===== src/rtl/hm_cpl_if.sv =====
// rtl/hm_cpl_if.sv - TRN RX/TX link bundle between the PCIe core and the hm_cpl completer.
interface hm_cpl_if;
    logic [63:0] trn_rd;
    logic        trn_rrem_n;
    logic        trn_rsof_n;
    logic        trn_reof_n;
    logic        trn_rsrc_rdy_n;
    logic        trn_rsrc_dsc_n;
    logic        trn_rerrfwd_n;
    logic [6:0]  trn_rbar_hit_n;
    logic        trn_rdst_rdy_n;
    logic        trn_rnp_ok_n;

    logic [63:0] trn_td;
    logic        trn_trem_n;
    logic        trn_tsof_n;
    logic        trn_teof_n;
    logic        trn_tsrc_rdy_n;
    logic        trn_tdst_rdy_n;
    logic [5:0]  trn_tbuf_av;
    logic        trn_tsrc_dsc_n;
    logic        trn_terrfwd_n;
    logic        trn_tstr_n;
    logic        trn_tcfg_gnt_n;

    modport slave (
        input  trn_rd, trn_rrem_n, trn_rsof_n, trn_reof_n, trn_rsrc_rdy_n,
               trn_rsrc_dsc_n, trn_rerrfwd_n, trn_rbar_hit_n,
               trn_tdst_rdy_n, trn_tbuf_av,
        output trn_rdst_rdy_n, trn_rnp_ok_n,
               trn_td, trn_trem_n, trn_tsof_n, trn_teof_n, trn_tsrc_rdy_n,
               trn_tsrc_dsc_n, trn_terrfwd_n, trn_tstr_n, trn_tcfg_gnt_n
    );

    modport master (
        output trn_rd, trn_rrem_n, trn_rsof_n, trn_reof_n, trn_rsrc_rdy_n,
               trn_rsrc_dsc_n, trn_rerrfwd_n, trn_rbar_hit_n,
               trn_tdst_rdy_n, trn_tbuf_av,
        input  trn_rdst_rdy_n, trn_rnp_ok_n,
               trn_td, trn_trem_n, trn_tsof_n, trn_teof_n, trn_tsrc_rdy_n,
               trn_tsrc_dsc_n, trn_terrfwd_n, trn_tstr_n, trn_tcfg_gnt_n
    );
endinterface


===== src/rtl/hm_cpl.sv =====
// rtl/hm_cpl.sv - Single-DW MemRd completer: reads one local word and returns a 3DW CplD.
module hm_cpl #(
    parameter int bar_index = 0,
    parameter int mem_aw    = 10
) (
    input  logic              trn_clk,
    input  logic              trn_reset_n,
    input  logic              trn_lnk_up_n,
    hm_cpl_if.slave           trn,
    input  logic [7:0]        cfg_bus_number,
    input  logic [4:0]        cfg_device_number,
    input  logic [2:0]        cfg_function_number,
    output logic [mem_aw-1:0] mem_addr,
    output logic              mem_re,
    input  logic [31:0]       mem_data,
    output logic [31:0]       stat_cpl_cnt,
    output logic [31:0]       stat_drop_cnt,
    output logic              busy
);

    typedef enum logic [2:0] {
        S_IDLE, S_HDR2, S_DROP, S_READ, S_WAIT, S_TX0, S_TX1
    } state_t;

    state_t state, state_nxt;

    logic [31:0] rx_dw0, rx_dw1;
    logic [1:0]  rx_fmt;
    logic [4:0]  rx_type;
    logic [9:0]  rx_len;
    logic        rx_qual, rx_accept, rx_sof, rx_eof, rx_dsc;
    logic        tx_ready, tx0_done, tx1_done;
    logic        drop_inc, cpl_inc;

    logic [2:0]  tc_q;
    logic [1:0]  attr_q;
    logic [15:0] req_id_q;
    logic [7:0]  tag_q;
    logic [3:0]  first_be_q;
    logic        is64_q;
    logic [31:0] addr_q;
    logic [31:0] data_q;

    logic [11:0] byte_cnt;
    logic [1:0]  low_lo;
    logic [31:0] cpl_dw0, cpl_dw1, cpl_dw2;

    assign rx_dw0  = trn.trn_rd[63:32];
    assign rx_dw1  = trn.trn_rd[31:0];
    assign rx_fmt  = rx_dw0[30:29];
    assign rx_type = rx_dw0[28:24];
    assign rx_len  = rx_dw0[9:0];

    assign rx_qual = (rx_fmt == 2'b00 || rx_fmt == 2'b01) && (rx_type == 5'b00000) &&
                     (rx_len == 10'd1) && !trn.trn_rbar_hit_n[bar_index] && trn.trn_rerrfwd_n;

    assign rx_accept = !trn.trn_rsrc_rdy_n && !trn.trn_rdst_rdy_n;
    assign rx_sof    = rx_accept && !trn.trn_rsof_n;
    assign rx_eof    = rx_accept && !trn.trn_reof_n;
    assign rx_dsc    = !trn.trn_rsrc_dsc_n;

    assign tx_ready  = !trn.trn_tdst_rdy_n;
    assign tx0_done  = (state == S_TX0) && (trn.trn_tbuf_av != 6'd0) && tx_ready;
    assign tx1_done  = (state == S_TX1) && tx_ready;

    always_ff @(posedge trn_clk or negedge trn_reset_n) begin
        if (!trn_reset_n) begin
            state <= S_IDLE;
        end else begin
            state <= state_nxt;
        end
    end

    // Link loss overrides every state; an in-flight request is simply abandoned.
    always_comb begin
        state_nxt = state;
        if (trn_lnk_up_n) begin
            state_nxt = S_IDLE;
        end else begin
            case (state)
                S_IDLE: begin
                    if (rx_sof) begin
                        if (rx_eof)       state_nxt = S_IDLE;
                        else if (rx_qual) state_nxt = S_HDR2;
                        else              state_nxt = S_DROP;
                    end
                end
                S_HDR2: begin
                    if (rx_dsc)         state_nxt = S_IDLE;
                    else if (rx_accept) state_nxt = rx_eof ? S_READ : S_DROP;
                end
                S_DROP: begin
                    if (rx_dsc || rx_eof) state_nxt = S_IDLE;
                end
                S_READ:  state_nxt = S_WAIT;
                S_WAIT:  state_nxt = S_TX0;
                S_TX0:   if (tx0_done) state_nxt = S_TX1;
                S_TX1:   if (tx1_done) state_nxt = S_IDLE;
                default: state_nxt = S_IDLE;
            endcase
        end
    end

    always_comb begin
        trn.trn_rdst_rdy_n = !(state == S_IDLE || state == S_HDR2 || state == S_DROP);
        trn.trn_td         = 64'd0;
        trn.trn_trem_n     = 1'b0;
        trn.trn_tsof_n     = 1'b1;
        trn.trn_teof_n     = 1'b1;
        trn.trn_tsrc_rdy_n = 1'b1;
        mem_re             = 1'b0;
        mem_addr           = '0;
        busy               = (state != S_IDLE);
        case (state)
            S_READ: begin
                mem_re   = 1'b1;
                mem_addr = addr_q[mem_aw+1:2];
            end
            S_TX0: begin
                trn.trn_td = {cpl_dw0, cpl_dw1};
                if (trn.trn_tbuf_av != 6'd0) begin
                    trn.trn_tsrc_rdy_n = 1'b0;
                    trn.trn_tsof_n     = 1'b0;
                end
            end
            S_TX1: begin
                trn.trn_td         = {cpl_dw2, data_q};
                trn.trn_tsrc_rdy_n = 1'b0;
                trn.trn_teof_n     = 1'b0;
            end
            default: ;
        endcase
    end

    assign trn.trn_rnp_ok_n   = 1'b0;
    assign trn.trn_tsrc_dsc_n = 1'b1;
    assign trn.trn_terrfwd_n  = 1'b1;
    assign trn.trn_tstr_n     = 1'b1;
    assign trn.trn_tcfg_gnt_n = 1'b0;

    always_ff @(posedge trn_clk or negedge trn_reset_n) begin
        if (!trn_reset_n) begin
            tc_q       <= 3'd0;
            attr_q     <= 2'd0;
            req_id_q   <= 16'd0;
            tag_q      <= 8'd0;
            first_be_q <= 4'd0;
            is64_q     <= 1'b0;
            addr_q     <= 32'd0;
            data_q     <= 32'd0;
        end else begin
            if (state == S_IDLE && rx_sof && !rx_eof && rx_qual) begin
                tc_q       <= rx_dw0[22:20];
                attr_q     <= rx_dw0[13:12];
                req_id_q   <= rx_dw1[31:16];
                tag_q      <= rx_dw1[15:8];
                first_be_q <= rx_dw1[3:0];
                is64_q     <= rx_fmt[0];
            end
            if (state == S_HDR2 && !rx_dsc && rx_eof) begin
                addr_q <= is64_q ? rx_dw1 : rx_dw0;
            end
            // TRN carries payload big-endian, the local memory is little-endian.
            if (state == S_WAIT) begin
                data_q <= {mem_data[7:0], mem_data[15:8], mem_data[23:16], mem_data[31:24]};
            end
        end
    end

    assign drop_inc = !trn_lnk_up_n &&
                      ((state == S_IDLE && rx_sof && rx_eof) ||
                       ((state == S_HDR2 || state == S_DROP) && rx_dsc) ||
                       (state == S_DROP && rx_eof));
    assign cpl_inc  = !trn_lnk_up_n && tx1_done;

    always_ff @(posedge trn_clk or negedge trn_reset_n) begin
        if (!trn_reset_n) begin
            stat_cpl_cnt  <= 32'd0;
            stat_drop_cnt <= 32'd0;
        end else begin
            if (cpl_inc)  stat_cpl_cnt  <= stat_cpl_cnt + 32'd1;
            if (drop_inc) stat_drop_cnt <= stat_drop_cnt + 32'd1;
        end
    end

    always_comb begin
        casez (first_be_q)
            4'b1??1:                     byte_cnt = 12'd4;
            4'b01?1, 4'b1?10:            byte_cnt = 12'd3;
            4'b0011, 4'b0110, 4'b1100:   byte_cnt = 12'd2;
            default:                     byte_cnt = 12'd1;
        endcase
    end

    always_comb begin
        casez (first_be_q)
            4'b???1: low_lo = 2'd0;
            4'b??10: low_lo = 2'd1;
            4'b?100: low_lo = 2'd2;
            4'b1000: low_lo = 2'd3;
            default: low_lo = 2'd0;
        endcase
    end

    assign cpl_dw0 = {1'b0, 2'b10, 5'b01010, 1'b0, tc_q, 4'b0000, 2'b00, attr_q, 2'b00, 10'd1};
    assign cpl_dw1 = {cfg_bus_number, cfg_device_number, cfg_function_number, 3'b000, 1'b0, byte_cnt};
    assign cpl_dw2 = {req_id_q, tag_q, 1'b0, addr_q[6:2], low_lo};

    logic unused_bits;
    assign unused_bits = ^{trn.trn_rd, trn.trn_rrem_n, trn.trn_rbar_hit_n, addr_q};

endmodule


===== src/flat_wrapper.sv =====
// flat-port wrapper written by rule: the top's interface ports become plain ports
module hm_cpl_flat 
#(
    parameter int bar_index = 0,
    parameter int mem_aw    = 10
)
  (trn_clk, trn_reset_n, trn_lnk_up_n, cfg_bus_number, cfg_device_number, cfg_function_number, mem_addr, mem_re, mem_data, stat_cpl_cnt, stat_drop_cnt, busy, trn_trn_rd, trn_trn_rrem_n, trn_trn_rsof_n, trn_trn_reof_n, trn_trn_rsrc_rdy_n, trn_trn_rsrc_dsc_n, trn_trn_rerrfwd_n, trn_trn_rbar_hit_n, trn_trn_tdst_rdy_n, trn_trn_tbuf_av, trn_trn_rdst_rdy_n, trn_trn_rnp_ok_n, trn_trn_td, trn_trn_trem_n, trn_trn_tsof_n, trn_trn_teof_n, trn_trn_tsrc_rdy_n, trn_trn_tsrc_dsc_n, trn_trn_terrfwd_n, trn_trn_tstr_n, trn_trn_tcfg_gnt_n);
  hm_cpl_if trn_i ();
  input  logic trn_clk;
  input  logic trn_reset_n;
  input  logic trn_lnk_up_n;
  input  logic [7:0] cfg_bus_number;
  input  logic [4:0] cfg_device_number;
  input  logic [2:0] cfg_function_number;
  output logic [mem_aw-1:0] mem_addr;
  output logic mem_re;
  input  logic [31:0] mem_data;
  output logic [31:0] stat_cpl_cnt;
  output logic [31:0] stat_drop_cnt;
  output logic busy;
  input wire logic [$bits(trn_i.trn_rd)-1:0] trn_trn_rd;
  input wire logic [$bits(trn_i.trn_rrem_n)-1:0] trn_trn_rrem_n;
  input wire logic [$bits(trn_i.trn_rsof_n)-1:0] trn_trn_rsof_n;
  input wire logic [$bits(trn_i.trn_reof_n)-1:0] trn_trn_reof_n;
  input wire logic [$bits(trn_i.trn_rsrc_rdy_n)-1:0] trn_trn_rsrc_rdy_n;
  input wire logic [$bits(trn_i.trn_rsrc_dsc_n)-1:0] trn_trn_rsrc_dsc_n;
  input wire logic [$bits(trn_i.trn_rerrfwd_n)-1:0] trn_trn_rerrfwd_n;
  input wire logic [$bits(trn_i.trn_rbar_hit_n)-1:0] trn_trn_rbar_hit_n;
  input wire logic [$bits(trn_i.trn_tdst_rdy_n)-1:0] trn_trn_tdst_rdy_n;
  input wire logic [$bits(trn_i.trn_tbuf_av)-1:0] trn_trn_tbuf_av;
  output wire logic [$bits(trn_i.trn_rdst_rdy_n)-1:0] trn_trn_rdst_rdy_n;
  output wire logic [$bits(trn_i.trn_rnp_ok_n)-1:0] trn_trn_rnp_ok_n;
  output wire logic [$bits(trn_i.trn_td)-1:0] trn_trn_td;
  output wire logic [$bits(trn_i.trn_trem_n)-1:0] trn_trn_trem_n;
  output wire logic [$bits(trn_i.trn_tsof_n)-1:0] trn_trn_tsof_n;
  output wire logic [$bits(trn_i.trn_teof_n)-1:0] trn_trn_teof_n;
  output wire logic [$bits(trn_i.trn_tsrc_rdy_n)-1:0] trn_trn_tsrc_rdy_n;
  output wire logic [$bits(trn_i.trn_tsrc_dsc_n)-1:0] trn_trn_tsrc_dsc_n;
  output wire logic [$bits(trn_i.trn_terrfwd_n)-1:0] trn_trn_terrfwd_n;
  output wire logic [$bits(trn_i.trn_tstr_n)-1:0] trn_trn_tstr_n;
  output wire logic [$bits(trn_i.trn_tcfg_gnt_n)-1:0] trn_trn_tcfg_gnt_n;
  assign trn_i.trn_rd = trn_trn_rd;
  assign trn_i.trn_rrem_n = trn_trn_rrem_n;
  assign trn_i.trn_rsof_n = trn_trn_rsof_n;
  assign trn_i.trn_reof_n = trn_trn_reof_n;
  assign trn_i.trn_rsrc_rdy_n = trn_trn_rsrc_rdy_n;
  assign trn_i.trn_rsrc_dsc_n = trn_trn_rsrc_dsc_n;
  assign trn_i.trn_rerrfwd_n = trn_trn_rerrfwd_n;
  assign trn_i.trn_rbar_hit_n = trn_trn_rbar_hit_n;
  assign trn_i.trn_tdst_rdy_n = trn_trn_tdst_rdy_n;
  assign trn_i.trn_tbuf_av = trn_trn_tbuf_av;
  assign trn_trn_rdst_rdy_n = trn_i.trn_rdst_rdy_n;
  assign trn_trn_rnp_ok_n = trn_i.trn_rnp_ok_n;
  assign trn_trn_td = trn_i.trn_td;
  assign trn_trn_trem_n = trn_i.trn_trem_n;
  assign trn_trn_tsof_n = trn_i.trn_tsof_n;
  assign trn_trn_teof_n = trn_i.trn_teof_n;
  assign trn_trn_tsrc_rdy_n = trn_i.trn_tsrc_rdy_n;
  assign trn_trn_tsrc_dsc_n = trn_i.trn_tsrc_dsc_n;
  assign trn_trn_terrfwd_n = trn_i.trn_terrfwd_n;
  assign trn_trn_tstr_n = trn_i.trn_tstr_n;
  assign trn_trn_tcfg_gnt_n = trn_i.trn_tcfg_gnt_n;
  hm_cpl #(.bar_index(bar_index), .mem_aw(mem_aw)) u_core (.trn_clk(trn_clk), .trn_reset_n(trn_reset_n), .trn_lnk_up_n(trn_lnk_up_n), .trn(trn_i), .cfg_bus_number(cfg_bus_number), .cfg_device_number(cfg_device_number), .cfg_function_number(cfg_function_number), .mem_addr(mem_addr), .mem_re(mem_re), .mem_data(mem_data), .stat_cpl_cnt(stat_cpl_cnt), .stat_drop_cnt(stat_drop_cnt), .busy(busy));
endmodule

===== config.mk =====
export PLATFORM = sky130hd
export DESIGN_NAME = hm_cpl_flat
export DESIGN_NICKNAME = d
export VERILOG_FILES = /design/src/rtl/hm_cpl_if.sv /design/src/rtl/hm_cpl.sv /design/src/flat_wrapper.sv
export SDC_FILE = /design/constraint.sdc
export NUM_CORES = 1
export LEC_CHECK = 0
export BUFFER_PORTS_ARGS = -buffer_cell sky130_fd_sc_hd__buf_2
export CAP_MARGIN = 10
export CORE_MARGIN = 8
export CORE_UTILIZATION = 44
export DETAILED_ROUTE_END_ITERATION = 12
export PLACE_DENSITY = 0.82
export REMOVE_ABC_BUFFERS = 1
export SYNTH_ARGS = -nofsm -noshare
export SYNTH_HDL_FRONTEND = slang
export SYNTH_SLANG_ARGS = --single-unit

===== constraint.sdc =====
create_clock -name trn_clk -period 2 [get_ports trn_clk]
set_input_delay 0.1 -clock trn_clk [delete_from_list [all_inputs] [get_ports trn_clk]]
set_output_delay 0.1 -clock trn_clk [all_outputs]
set_load 0.02 [all_outputs]

# == Word level (Yosys, flattened, before mapping) ==
# Cells that the tools add are included.
# totals
ff_bits,145
output_inout_bits,150
# classes
add_sub_neg,2
eq_ne,22
muxes,21
n_reduce_logical,44
# ops
cell,count
$pmux 64 s2,1
$add 32x1->32 const B,2
$mux 3,8
$pmux 3 s7,1
$logic_and 1x1->1,20
$eq 3x3->1 const B,5
$mux 12,1
$ne 3x2->1 const B,4
$eq 10x1->1 const B,1
$mux 10,1
$eq 3x2->1 const B,3
$logic_not 1->1,9
$pmux 3 s3,1
$eq 4x4->1 const B,2
$logic_or 1x1->1,7
$pmux 2 s3,1
$reduce_bool 6->1,1
$logic_not 5->1,1
$mux 1,5
$reduce_and 5->1,1
$eq 2x2->1 const B,2
$eq 4x2->1 const B,1
$eq 4x3->1 const B,1
$ne 4x3->1 const B,1
9 further kinds,9

# == Longest topological paths before layout ==
# depth
ltp_word,11
mapped_depth,7
mapped_depth_nobuf,7

# == Least setup slack after synthesis ==
# Ideal clock, no wire load.
# synth_timing
path_type,reg-to-reg
from,register u_core.state[0]
to,register u_core.attr_q[0]
setup_ns,0.125
arrival_time_ns,1.934
t_required_ns,1.875
path_slack_ns,-0.059
stages_incl_launch_ff,7
synth_period_minus_slack_ns,2.059
path_cell_list,dfrtp_1 > clkbuf_1 > nor2_1 > nand3_1 > nor3_1 > buf_2 > mux2_2
# synth_via
elab_chain_len,8
# synth_lines
element,line,source
from (decl),hm_cpl.sv:25,"state_t state, state_nxt;"
from (signal assigned),hm_cpl.sv:70,state <= state_nxt;
$eq 3x1->1 / $logic_not 3->1 (equally long branches),"hm_cpl.sv:105, hm_cpl.sv:152",
$logic_or 1x1->1 (2 in a row),hm_cpl.sv:105,trn.trn_rdst_rdy_n = !(state == S_IDLE || state == S_HDR2 || state == S_DROP);
$logic_and 1x1->1,hm_cpl.sv:57,assign rx_accept = !trn.trn_rsrc_rdy_n && !trn.trn_rdst_rdy_n;
$logic_and 1x1->1 (on tied branches),"hm_cpl.sv:58, hm_cpl.sv:59",
$logic_and 1x1->1 / $logic_not 1->1 (equally long branches),hm_cpl.sv:152,if (state == S_IDLE && rx_sof && !rx_eof && rx_qual) begin
$logic_and 1x1->1 (*) (2 in a row),hm_cpl.sv:152,
to (signal assigned),hm_cpl.sv:154,attr_q <= rx_dw0[13:12];
to (decl),hm_cpl.sv:36,logic [1:0] attr_q;
# Every way passes the cells marked *; elsewhere a longest branch is shown, timed or not.
# A chain may end at the register's enable or synchronous reset.

# == Worst setup path after layout ==
# layout_timing
from,register u_core.state[0]
to,output port trn_trn_td[31]
# layout_via
elab_chain_len,2
# layout_lines
element,line,source
$eq 3x3->1,hm_cpl.sv:114,case (state)
$pmux 64 s2 (*),hm_cpl.sv:114,
to (decl),flat_wrapper.sv:33,output wire logic [$bits(trn_i.trn_td)-1:0] trn_trn_td;
# Marks and branches as above.

==> run summary <==
Syn Inst Count: 601
Hold WS: 0.0207 ns
Antenna violations before repair: 1
Routed Antenna Nets: 0
CTS Buffer Depth: 2
RSZ-0062 raised after global routing: true
Worst Setup End Kind: output pin
Post-DP HPWL: 13500 um
Area of the mapped netlist: 0.00680 mm^2
Adder-cell area share of the yosys netlist: 0.368%
H-tree lvl count: 4
Final #Nets: 1096
Avg Cell Area, Syn: 11.3 um^2
Final Max Slew Viols: 0
Worst min-delay path category: in -> reg
Root Driver: clkbuf_16
Die X-Extent: 140 um
Num rows: 45
Critical Path Source Type: flip-flop
Total wire length: 20900 um
Worst-Skew Late Latency: 0.41 ns
Global placement routability congestion: 0.830
Post-synth EDFFs: 0
MaxCap Viol Count: 0
Post-synthesis xor/xnor area fraction: 7.98%
Register bit total from synthesis: 143
Worst slack, placed: 0.0487 ns
Synth Area in Compound Gates: 5.81%
Maximum vdd drop: 466 uV
Synth Flop Type: dfrtp_1
DIE AREA: 0.0197 mm^2
Filler cell count: 1095
Worst slew pin tran: 0.571 ns
Layout cell share with drive strength beyond 1: 41.5%
First-pass GRT wire length: 32100 um
Setup violations, final: 0
Post-Synth Simple-Gate Area: 17.4%
Slew headroom: 61.9%
Share of the synthesized area in the top cell type: 52.6%
Switching share of power: 21.8%
Net switching power: 1520 uW
Mux cell area share after synthesis: 12.7%
Drt pass-1 iters: 4
CTS tree: yes
Skew final: 0.00775 ns
CP max-delay cell: dfrtp_1
CP max FO: 14
Setup slack after layout: 0.0490 ns
IO buf count: 262
Synth cell types: 45
Largest stage delay, worst path: 0.40 ns
Outcome: finished, final reports clean
Cell Pwr Density: 690 mW/mm^2
GRT Overall Usage: 20.3%
Vias in the first global route: 6220
DRT iter0 DRCs: 202
Main combinational cell family by area after synthesis: simple AND/OR/NAND/NOR gates
Via density: 5.12
Internal cell power: 5440 uW
DRC viols: 0
Async S/R FF share, synth: 100%
Largest net degree at the start of global routing: 64
CTS buffer count: 17
CORE AREA: 0.0151 mm^2
Die Height: 140 um
Overall Power: 6960 uW
Sinks on the clock net: 143
Top cells by area, synth: dfrtp_1, mux2_2, xnor2_1, and2_1, a22o_1
Combinational power share: 8.2%
CP bufs+invs: 4
Clock network power share: 48.7%
Reg power frac: 43.1%
Vias after detailed routing: 5943
Post-synth top area cell: dfrtp_1
CP cell instances: buf_6, nand2_4, nor2_4, buf_12, clkbuf_16, a22o_1, buf_4
Remaining Overflow, GRT: 0
Tcrit/Tclk final: 97.6%
WL/cell: 18.0 um
P_leak: 0.00525 uW
Hold Fails Final Rpt: 0
Worst Path Arrival: 1.85 ns
Fin crit period: 1.95 ns
WS Path Type: reg -> out
Crit-path leading delay family: buffers and inverters
Initial Util: 44.9%
Fmax: 0.513 GHz
Worst path required time: 1.90 ns
TNS Setup: 0 ns
Synth warn: 0
Area grow syn2layout: 48.2%
Clock slew at reported path FFs: 0.06 ns
Seq/Total Area, Yosys: 52.6%
Io pins: 285
[repair_timing]
item,4_1_cts,5_1_grt
endpoints found under the setup margin,22,15
hold buffers,76,0
buffers inserted,0,6
pin swaps,0,4
gates resized for setup,1,27
endpoints found under the hold margin,128,0
cloned,0,3
[flip-flops by register name, summed over array words and instances (netlist names)]
register	count
u_core.is64_q	1
u_core.attr_q	2
u_core.tc_q	3
u_core.first_be_q	4
u_core.req_id_q	16
u_core.state	3
u_core.stat_drop_cnt	32
u_core.stat_cpl_cnt	32
u_core.tag_q	8
u_core.data_q	32
u_core.addr_q	10
[worst min-delay path, delay by kind of cell]
kind / cells / cell delay [ns]
multiplexers: 1 / 0.06
buffers and inverters: 1 / 0.09
AO/OA/AOI/OAI: 1 / 0.13
[power groups by stage]
stage	registers, uW	clock network (uW)	logic (uW)
3_5_place_dp	3060	0	446
6_report	3000	3390	570
2_1_floorplan	3110	0	108
5_1_grt	3010	3580	619
4_1_cts	3000	3450	565
3_3_place_gp	3050	0	435
[metrics by stage]
step           instances  area [um^2]  util [%]
2_1_floorplan        570         6660         -
6_report            1160        10100      66.6
4_1_cts             1150         9870      65.2
5_1_grt             1160        10100      66.6
3_5_place_dp        1043         8480      56.0
3_3_place_gp        1043         8480      56.0
[routing by layer]
metal  global-route usage [%]  wire [um]  up-vias
li1                         -          -     2803
met1                     23.2       8580     2882
met2                     34.8      10200      214
met3                     6.52       1540       44
met4                     7.66        555        0
met5                        0          0        -
[cell families (layout without fill, tap and decap cells)]
group / after synthesis / in the layout
XOR/XNOR: 62 / 62
adder cells (fa/ha/maj): 2 / 2
multiplexers: 78 / 78
AND/OR/NAND/NOR: 212 / 212
other: 2 / 8
buffers and inverters: 46 / 411
flip-flops: 143 / 143
AO/OA/AOI/OAI: 56 / 56
[area by class of cell]
class	instances	area (um^2)	share of cell area [%]
Antenna cell	1	2.50	0.0248
Multi-Input combinational cell	417	3080	30.6
Clock inverter	10	188	1.86
Sequential cell	143	3580	35.5
Timing Repair Buffer	370	2510	24.9
Clock buffer	21	440	4.37
Tap cell	188	235	2.33
Inverter	10	37.5	0.372
[cell usage after synthesis (5+ instances only)]
cell and n:
nand2b_1 5, a22o_1 22, nor3_1 9, a21oi_1 15, buf_1 5, buf_4 7, nand4_1 16, o21ai_0 7
nand2_1 34, and3_1 6, clkbuf_1 21, xnor2_1 50, dfrtp_1 143, mux2i_1 10, xor2_1 12, nand3_1 31
mux2_2 68, nor4_1 9, nor2_1 34, inv_1 9, and4_1 7, and2_1 47
[placed cells by master (no fill, tap or decap), drive strengths merged, types with 3 or more instances in the layout]
cell         count
dfrtp          143
and3             6
xnor2           50
a21o             3
nand3           31
and4             7
buf            292
nand4           16
bufinv           5
inv             10
xor2            12
nor4            10
clkbuf          23
mux2i           10
nand2b           5
a31oi            3
and2            47
o21ai            7
conb             7
dlygate4sd3     76
clkinv           3
nor2            35
nand2           34
mux2            68
a22o            22
a21oi           15
nor3            10
[path summary, 6_finish.rpt]
check / endpoint / slack (ns) / depth (start not counted) / from
worst min register to register: u_core.stat_cpl_cnt[31] / 0.47 / 1 / u_core.stat_cpl_cnt[31]
max in group asynchronous: u_core.data_q[10] / 1.12 / 3 / trn_reset_n
worst min-delay path: u_core.addr_q[8] / 0.02 / 3 / trn_trn_rd[40]
min in group asynchronous: u_core.stat_drop_cnt[2] / 0.24 / 2 / trn_reset_n
worst max-delay path: trn_trn_td[31] / 0.05 / 7 / u_core.state[0]
worst max register to register: u_core.attr_q[1] / 0.15 / 6 / u_core.state[2]
No activity file was read; power rests on OpenSTA's default activity.
